`src/rtl/calc_bcd_pkg.sv`:
```
// Shared constants, state encoding and sizing helper for the calculator BCD display path.
package calc_bcd_pkg;

    localparam int unsigned BCD_DIGIT_W = 4;
    localparam logic [3:0]  ADD3_THRESH = 4'd5;

    typedef enum logic [1:0] {
        IDLE  = 2'd0,
        SHIFT = 2'd1,
        DONE  = 2'd2
    } state_t;

    // Smallest number of decimal digits that can hold 2^width - 1.
    function automatic int min_digits(input int width);
        longint unsigned lim;
        int d;
        lim = (longint'(1) << width) - 1;
        d = 1;
        while (lim >= 10) begin
            lim = lim / 10;
            d = d + 1;
        end
        return d;
    endfunction

endpackage

```
`src/rtl/bcd_add3.sv`:
```
// Double-dabble digit correction: adds 3 to a BCD digit of 5 or more before the shift.
module bcd_add3
    import calc_bcd_pkg::*;
(
    input  logic [BCD_DIGIT_W-1:0] din,
    output logic [BCD_DIGIT_W-1:0] dout
);

    assign dout = (din >= ADD3_THRESH) ? din + 4'd3 : din;

endmodule

```
`src/rtl/bin_to_bcd_seq.sv`:
```
// Iterative double-dabble binary-to-BCD converter with valid/ready handshakes, one bit per clock.
// Optional BIN_TO_BCD_SIGNED_EN: two's complement input, magnitude converted and sign on neg.
//
// state | meaning
// IDLE  | waiting for in_valid, in_ready=1
// SHIFT | one correct-and-shift iteration per clock, busy=1
// DONE  | bcd_out holds the result, out_valid=1 until out_ready
module bin_to_bcd_seq
    import calc_bcd_pkg::*;
#(
    parameter int WIDTH  = 9,
    parameter int DIGITS = 3
) (
    input  logic                  clk,
    input  logic                  rst_n,
    input  logic                  in_valid,
    output logic                  in_ready,
    input  logic [WIDTH-1:0]      bin_in,
    output logic                  out_valid,
    input  logic                  out_ready,
`ifdef BIN_TO_BCD_SIGNED_EN
    output logic                  neg,
`endif
    output logic [4*DIGITS-1:0]   bcd_out,
    output logic                  busy
);

    localparam int SCR_W = BCD_DIGIT_W * DIGITS;
    localparam int CNT_W = $clog2(WIDTH + 1);
    localparam logic [CNT_W-1:0] LAST_CNT = CNT_W'(WIDTH - 1);

    if (DIGITS < min_digits(WIDTH)) begin : g_bad_digits
        $error("bin_to_bcd_seq: DIGITS too small to represent 2^WIDTH-1");
    end

    state_t               state, state_nx;
    logic                 accept, last;
    logic [WIDTH-1:0]     bin_sr;
    logic [SCR_W-1:0]     scratch;
    logic [SCR_W-1:0]     corrected;
    logic [SCR_W+WIDTH-1:0] shift_nx;
    logic [CNT_W-1:0]     count;
    logic [SCR_W-1:0]     bcd_r;
    logic [WIDTH-1:0]     load_val;
    logic                 load_neg;

    // -------------------------------------------------------------------
    // Control
    // -------------------------------------------------------------------
    always_ff @(posedge clk or negedge rst_n) begin
        if (!rst_n) begin
            state <= IDLE;
        end else begin
            state <= state_nx;
        end
    end

    always_comb begin
        state_nx  = state;
        in_ready  = 1'b0;
        busy      = 1'b0;
        out_valid = 1'b0;
        accept    = 1'b0;
        last      = 1'b0;
        unique case (state)
            IDLE: begin
                in_ready = 1'b1;
                if (in_valid) begin
                    accept   = 1'b1;
                    state_nx = SHIFT;
                end
            end
            SHIFT: begin
                busy = 1'b1;
                if (count == LAST_CNT) begin
                    last     = 1'b1;
                    state_nx = DONE;
                end
            end
            DONE: begin
                out_valid = 1'b1;
                if (out_ready) begin
                    state_nx = IDLE;
                end
            end
            default: state_nx = IDLE;
        endcase
    end

    // -------------------------------------------------------------------
    // Datapath
    // -------------------------------------------------------------------
    for (genvar d = 0; d < DIGITS; d++) begin : g_add3
        bcd_add3 u_add3 (
            .din  (scratch[d*BCD_DIGIT_W +: BCD_DIGIT_W]),
            .dout (corrected[d*BCD_DIGIT_W +: BCD_DIGIT_W])
        );
    end

    assign shift_nx = {corrected, bin_sr} << 1;

`ifdef BIN_TO_BCD_SIGNED_EN
    // Negating the most negative value wraps to itself, which read unsigned is its magnitude.
    assign load_neg = bin_in[WIDTH-1];
    assign load_val = load_neg ? (~bin_in + WIDTH'(1)) : bin_in;
`else
    assign load_neg = 1'b0;
    assign load_val = bin_in;
`endif

    always_ff @(posedge clk or negedge rst_n) begin
        if (!rst_n) begin
            bin_sr  <= '0;
            scratch <= '0;
            count   <= '0;
            bcd_r   <= '0;
        end else if (accept) begin
            bin_sr  <= load_val;
            scratch <= '0;
            count   <= '0;
        end else if (state == SHIFT) begin
            scratch <= shift_nx[SCR_W+WIDTH-1:WIDTH];
            bin_sr  <= shift_nx[WIDTH-1:0];
            count   <= count + CNT_W'(1);
            if (last) begin
                bcd_r <= shift_nx[SCR_W+WIDTH-1:WIDTH];
            end
        end
    end

    assign bcd_out = bcd_r;

`ifdef BIN_TO_BCD_SIGNED_EN
    logic sign_r;
    logic neg_r;

    // Sign is published together with bcd_out so neg never changes under a held result.
    always_ff @(posedge clk or negedge rst_n) begin
        if (!rst_n) begin
            sign_r <= 1'b0;
            neg_r  <= 1'b0;
        end else if (accept) begin
            sign_r <= load_neg;
        end else if (last) begin
            neg_r  <= sign_r;
        end
    end

    assign neg = neg_r;
`else
    logic unused_load_neg;
    assign unused_load_neg = load_neg;
`endif

endmodule
```
`config.mk`:
```
export PLATFORM = sky130hd
export DESIGN_NAME = bin_to_bcd_seq
export DESIGN_NICKNAME = d
export VERILOG_FILES = /design/src/rtl/calc_bcd_pkg.sv /design/src/rtl/bcd_add3.sv /design/src/rtl/bin_to_bcd_seq.sv
export SDC_FILE = /design/constraint.sdc
export NUM_CORES = 1
export LEC_CHECK = 0
export ABC_AREA = 1
export BUFFER_PORTS_ARGS = -buffer_cell sky130_fd_sc_hd__buf_2
export CAP_MARGIN = 20
export CORE_MARGIN = 3
export CORE_UTILIZATION = 33
export DETAILED_ROUTE_END_ITERATION = 7
export GPL_TIMING_DRIVEN = 0
export PLACE_DENSITY = 0.62
export REMOVE_ABC_BUFFERS = 1
export SKIP_CTS_REPAIR_TIMING = 1
export SLEW_MARGIN = 20
export SYNTH_ARGS = -nofsm -noshare
export SYNTH_HDL_FRONTEND = slang
export SYNTH_SLANG_ARGS = --single-unit
```
`constraint.sdc`:
```
create_clock -name clk -period 2.8 [get_ports clk]
set_input_delay 0.84 -clock clk [delete_from_list [all_inputs] [get_ports clk]]
set_output_delay 0.84 -clock clk [all_outputs]
set_load 0.03 [all_outputs]
```
==> results by group, run 1 <==
Outcome
  • Outcome: completed

Hold path
  • Hold/Removal Path Class: register to register
  • Hold path start: bcd_out[4]

Route
  • Vias per cell: between 4 and 5
  • Vias: 1555
  • Drt total wl: between 3000 and 4000 microns
  • Initial DRC Count: between 90 and 100
  • Antenna viol nets, final: 0
  • Avg WL per Cell: 11.3 microns
  • Drt first pass iters: 4
  • DRC Markers: 0

Logic synthesis
  • Cell area after synthesis: roughly 0.0019 sq mm
  • Synth Register Bits: 39
  • Syn Area/Cell: between 8 and 9 sq um
  • Synthesis warning total: 0
  • Synth cell types: 23
  • Mapped Cells: roughly 230
  • Sequential share of the synthesized area: between 50% and 60%

Timing
  • Post-route setup TNS: 0 ns
  • Tightest Pin Transition: 0.867 ns
  • Tmin final: approximately 2.4 ns
  • Unrepaired setup endpoints after global routing: false
  • Worst hold margin: around 0.48 ns
  • Clock Skew: 0.00361 ns
  • Slew margin rel.: 42.2%
  • # setup viols final: 0
  • Max Fclk: slightly above 400 MHz
  • Final hold vios: 0
  • Period utilization: 86.8%
  • Max-slew violation count: 0

Placed design
  • Cell Area, Placed: roughly 0.0021 sq mm
  • Post-DP HPWL: 2530 microns
  • I/O Buffers: 27
  • Gpl congestion: between 0.8 and 0.9

Floorplanning
  • Std cell rows: 27
  • Die X: slightly above 80 microns
  • I/O pin cnt: 28
  • Chip height: 82.6 microns
  • Initial Utilization: 34.7%
  • Die area: approximately 0.007 sq mm
  • Core box area: 0.00557 sq mm

Setup path
  • CP Capture Type: output pin
  • Kind of critical path: register to output pin
  • Worst setup SP type: register
  • Worst endpoint required time: 1.96 ns
  • Max FO, Critical Path: 23
  • Arr. time, crit path: 1.59 ns
  • R2R Path Start: state[1]
  • Worst setup path startpoint: state[1]

Pwr
  • Power Dens Cells: between 1000 and 1500 mW/mm^2
  • VDD IR max: about 0.39 mV
  • Cell leakage power: 1.18 nW

CTS
  • CTS Buf Count: 5
  • Worst-path clk slew: 0.07 ns
  • Clk_lat worst skew: a little under 0.3 ns
  • CTS sink count: 39
  • CTS tree: done
  • CTS max path bufs: 2
  • Root Driver: clkbuf_8
  • Max H-tree Level: 2

Run
  • Maxcap violations: 0

Global routing
  • Largest net degree at the start of global routing: 40
  • First-pass GRT wire length: between 6000 and 7000 microns
  • Total gr overflow: 0
  • GRT Util Overall: about an eighth
  • Vias in the first global route: about 1400
  • Initial antenna violation count: 0

Cells and area
  • ANT cells: 0
  • Layout cell share with drive strength beyond 1: about 17%
  • Layout area overhead: 13.9%
  • Final #Nets: around 280
  • Final instance area: approximately 0.0022 sq mm
worst paths after layout:
path | endpoint | slack (ns) | depth (start not counted)
max reg2reg | bcd_out[3] | 1.19 | 6
max in group asynchronous | state[1] | 1.60 | 1
min | bcd_out[4] | 0.48 | 2
min reg2reg | bcd_out[4] | 0.48 | 2
min in group asynchronous | bcd_out[2] | 0.66 | 1
max | busy | 0.37 | 4
through the flow:
step | instances | utilization (%) | power (mW) | worst slack, ns
3_5_place_dp | 326 | 38.1 | 2.34 | 0.697
3_3_place_gp | 326 | 38.1 | 2.31 | 0.685
4_1_cts | 334 | 39.5 | 2.72 | 0.356
6_report | 334 | 39.5 | 2.68 | 0.369
5_1_grt | 334 | 39.5 | 2.96 | 0.277
2_1_floorplan | 227 | - | 2.00 | 1.05
worst max-delay path: stages, from the launching register on:
cell and delay [ns]:
dfrtp_1 0.40, inv_1 0.13, nand2_4 0.12, inv_2 0.36, buf_2 0.28
report_power, final:
| group | switching [mW] | total [mW] | internal (mW) |
|---|---|---|---|
| combinational | 0.891 | 1.31 | 0.422 |
| sequential | 0.169 | 0.993 | 0.824 |
| clock | 0.196 | 0.371 | 0.175 |
| total | 1.26 | 2.68 | 1.42 |
final cells by class:
| cell class | instances | area (sq um) |
|---|---|---|
| flip-flops and latches | 39 | 976 |
| inverters | 22 | 85.1 |
| multi-input cells | 166 | 836 |
| clock inverters | 1 | 5.00 |
| repair buffers | 27 | 135 |
| well taps | 72 | 90.1 |
| clock buffers | 7 | 76.3 |
| fillers | 588 | 3370 |
registers in the layout (all words and copies together) (netlist names):
register,cells
bcd_out,12
bin_sr,9
count,4
scratch,12
state,2
cell families after synthesis:
family	count (synthesis)	synth area share, %
adder cells (fa/ha/maj)	8	5.17
buffers and inverters	26	6.34
AND/OR/NAND/NOR	140	32.8
flip-flops	39	50.5
AO/OA/AOI/OAI	18	5.24
cells in the mapped netlist:
cell / instances / share of area [%]
o31ai_1: 1 / 0.39
nor2_4: 1 / 0.58
nand4_1: 6 / 1.9
dfrtp_1: 39 / 50
nand2_4: 3 / 1.7
o22ai_1: 3 / 0.97
nand2_2: 1 / 0.32
ha_1: 8 / 5.2
inv_4: 1 / 0.32
o211ai_1: 1 / 0.39
nor2_1: 4 / 0.78
buf_4: 2 / 0.78
nand3_4: 1 / 0.91
o21ai_0: 12 / 3.1
inv_1: 19 / 3.7
nand3_2: 1 / 0.52
a21boi_0: 1 / 0.39
nand3_1: 29 / 7.5
clkinv_1: 1 / 0.19
nand2_1: 92 / 18
inv_2: 1 / 0.19
nor2_2: 2 / 0.65
buf_6: 2 / 1.2
layout by cell type (no fill, tap or decap):
cell type	Yosys	layout
clkinv_2	0	1
dfrtp_1	39	39
a21boi_0	1	1
ha_1	8	8
nand3_2	1	1
o31ai_1	1	1
o21ai_0	12	12
inv_2	1	1
nor2_1	4	4
nand4_1	6	6
nand2_2	1	1
inv_1	19	19
nor2_2	2	2
nand2_1	92	92
nand3_1	29	29
nand2_4	3	3
clkinv_1	1	1
clkbuf_1	0	2
clkbuf_8	0	5
nand3_4	1	1
inv_4	1	1
nor2_4	1	1
o211ai_1	1	1
buf_2	0	27
o22ai_1	3	3
metal layers:
metal  GRT usage, %  vias to the layer above  share of wire, %
li1               -                      806                 -
met1           16.3                      710                48
met3           3.25                        7               4.7
met5              0                        -                 0
met4           5.39                        0               1.9
met2           19.5                       32                45
Power figures use the tool's default switching activity.
==> run 2: changes to the inputs <==
SYNTH_HIERARCHICAL = 1   (was unset)
==> run 2 against run 1 <==
Cell area increased by 3.1%; utilization increased by 0.72 points; first-iteration DRC count decreased by 38%; clock skew increased by 0.0060 ns; wire length increased by 2.6%; power decreased by 1.6%; sequential cell count unchanged; non-clock buffer count unchanged; critical endpoint unchanged; largest cell class unchanged.
==> results by group, run 2 <==
Cells and area
  • ANT cells: 0 (unchanged)
  • Final instance area: 0.00227 sq mm (was 0.00220 sq mm)
  • Core Util, Final: 40.3% (was 39.5%)
  • Layout Cells excl Fill: 349 (was 334)
  • Commonest non-fill, non-tap cells in the layout: 110 x nand2_1, 39 x dfrtp_1, 27 x buf_2 (was 92 x nand2_1, 39 x dfrtp_1, 29 x nand3_1)
  • Layout area overhead: 14.7% (was 13.9%)
  • Commonest non-fill, non-tap cell in the layout: nand2_1 (unchanged)
  • Final #Nets: 297 (was 282)
  • Layout cell share with drive strength beyond 1: 20.2% (was 16.8%)

Placed design
  • Cell Area, Placed: 0.00217 sq mm (was 0.00212 sq mm)
  • Post-DP HPWL: 2640 microns (was 2530 microns)
  • Gpl congestion: 0.836 (was 0.802)
  • Inst Count DP: 341 (was 326)
  • I/O Buffers: 27 (unchanged)

Floorplanning
  • Die area: 0.00697 sq mm (was 0.00682 sq mm)
  • Initial Utilization: 35.1% (was 34.7%)
  • Std cell rows: 27 (unchanged)
  • I/O pin cnt: 28 (unchanged)
  • Die X: 83.5 microns (was 82.6 microns)
  • Chip height: 83.5 microns (was 82.6 microns)
  • Core box area: 0.00564 sq mm (was 0.00557 sq mm)

CTS
  • Clk_lat worst skew: 0.29 ns (about the same)
  • CTS max path bufs: 2 (unchanged)
  • Worst-path clk slew: 0.08 ns (was 0.07 ns)
  • CTS tree: done (unchanged)
  • CTS sink count: 39 (unchanged)
  • CTS Buf Count: 5 (unchanged)
  • Root Driver: clkbuf_8 (unchanged)
  • Max H-tree Level: 2 (unchanged)

Setup path
  • CP Capture Type: output pin (unchanged)
  • Crit-path slowest cell: inv_2 (was dfrtp_1)
  • CP top delay family: buffers and inverters (unchanged)
  • Worst setup SP type: register (unchanged)
  • Slowest cell delay on critical path: 0.43 ns (was 0.40 ns)
  • Max FO, Critical Path: 34 (was 23)
  • CP Cell Sequence: inv_1 -> nand2_2 -> inv_2 -> buf_2 (was inv_1 -> nand2_4 -> inv_2 -> buf_2)
  • Worst endpoint required time: 1.96 ns (about the same)
  • Kind of critical path: register to output pin (unchanged)
  • CP Buf/Inv Count: 3 (unchanged)
  • Arr. time, crit path: 1.67 ns (was 1.59 ns)

Route
  • Drt total wl: 3860 microns (was 3760 microns)
  • Avg WL per Cell: 11.1 microns (was 11.3 microns)
  • Vias: 1586 (was 1555)
  • Antenna viol nets, final: 0 (unchanged)
  • Drt first pass iters: 4 (unchanged)
  • Initial DRC Count: 58 (was 94)
  • DRC Markers: 0 (unchanged)
  • Vias per cell: 4.54 (was 4.66)

Logic synthesis
  • Synthesis warning total: 6 (was 0)
  • Mapped Cells: 249 (was 231)
  • Cell area after synthesis: 0.00198 sq mm (was 0.00193 sq mm)
  • Syn Area/Cell: 7.95 sq um (was 8.37 sq um)

Timing
  • Max Fclk: 399 MHz (was 411 MHz)
  • Max-slew violation count: 0 (unchanged)
  • Unrepaired setup endpoints after global routing: false (unchanged)
  • Worst hold margin: 0.468 ns (was 0.478 ns)
  • Tmin final: 2.51 ns (was 2.43 ns)
  • Post-route setup TNS: 0 ns (unchanged)
  • Tightest Pin Transition: 1.01 ns (was 0.867 ns)
  • # setup viols final: 0 (unchanged)
  • Clock Skew: 0.00965 ns (was 0.00361 ns)
  • Final hold vios: 0 (unchanged)
  • Slew margin rel.: 32.8% (was 42.2%)
  • Period utilization: 89.5% (was 86.8%)

Pwr
  • Power Dens Cells: 1160 mW/mm^2 (was 1220 mW/mm^2)
  • Cell leakage power: 1.22 nW (was 1.18 nW)
  • VDD IR max: 0.524 mV (was 0.393 mV)

Hold path
  • Hold/Removal Path Class: register to register (unchanged)

Global routing
  • Total gr overflow: 0 (unchanged)
  • Largest net degree at the start of global routing: 40 (unchanged)
  • Initial antenna violation count: 0 (unchanged)
  • First-pass GRT wire length: 7080 microns (was 6450 microns)
  • GRT Util Overall: 12.3% (was 12.5%)
  • Vias in the first global route: 1536 (was 1443)

Run
  • Maxcap violations: 0 (unchanged)

Outcome
  • Outcome: completed (unchanged)
run 2: final timing paths:
| kind | from | end | slack, ns | cells past startpoint |
|---|---|---|---|---|
| min reg2reg | bcd_out[8] | bcd_out[8] | 0.47 | 2 |
| max | state[1] | busy | 0.29 | 4 |
| max reg2reg | count[0] | bcd_out[9] | 0.70 | 6 |
| min | bcd_out[8] | bcd_out[8] | 0.47 | 2 |
| max in group asynchronous | rst_n | count[2] | 1.61 | 1 |
| min in group asynchronous | rst_n | bcd_out[6] | 0.64 | 1 |
run 2: cell type report:
class | instances | area [sq um]
multi-input cells | 183 | 895
clock buffers | 8 | 100
inverters | 20 | 75.1
repair buffers | 27 | 135
flip-flops and latches | 39 | 976
fillers | 603 | 3370
well taps | 72 | 90.1
run 2: through the flow:
step	setup WS [ns]	power [mW]
floorplan	1.02	1.93
global placement	0.603	2.22
detailed placement	0.603	2.25
CTS	0.262	2.68
global route	0.141	2.91
finish	0.294	2.64
run 2: where the power goes:
part	total, mW	switching, mW	leakage (nW)	internal, mW
clock	0.417	0.192	0.0515	0.225
sequential	0.962	0.170	0.505	0.792
combinational	1.26	0.849	0.664	0.408
run 2: routing by layer:
metal / global-route usage [%] / share of wire, % / routed length, microns
met3: 3.26 / 4.1 / 158
met2: 20.1 / 46 / 1770
met5: 0 / 0 / 0
met4: 3.95 / 1.6 / 61
met1: 16.0 / 49 / 1870
run 2: worst register-to-register path, stage by stage, from the launching register on:
cell,delay [ns]
dfrtp_1,0.42
inv_1,0.07
ha_1,0.14
nand2_1,0.05
nor2_1,0.68
nand2_2,0.41
o21ai_0,0.25
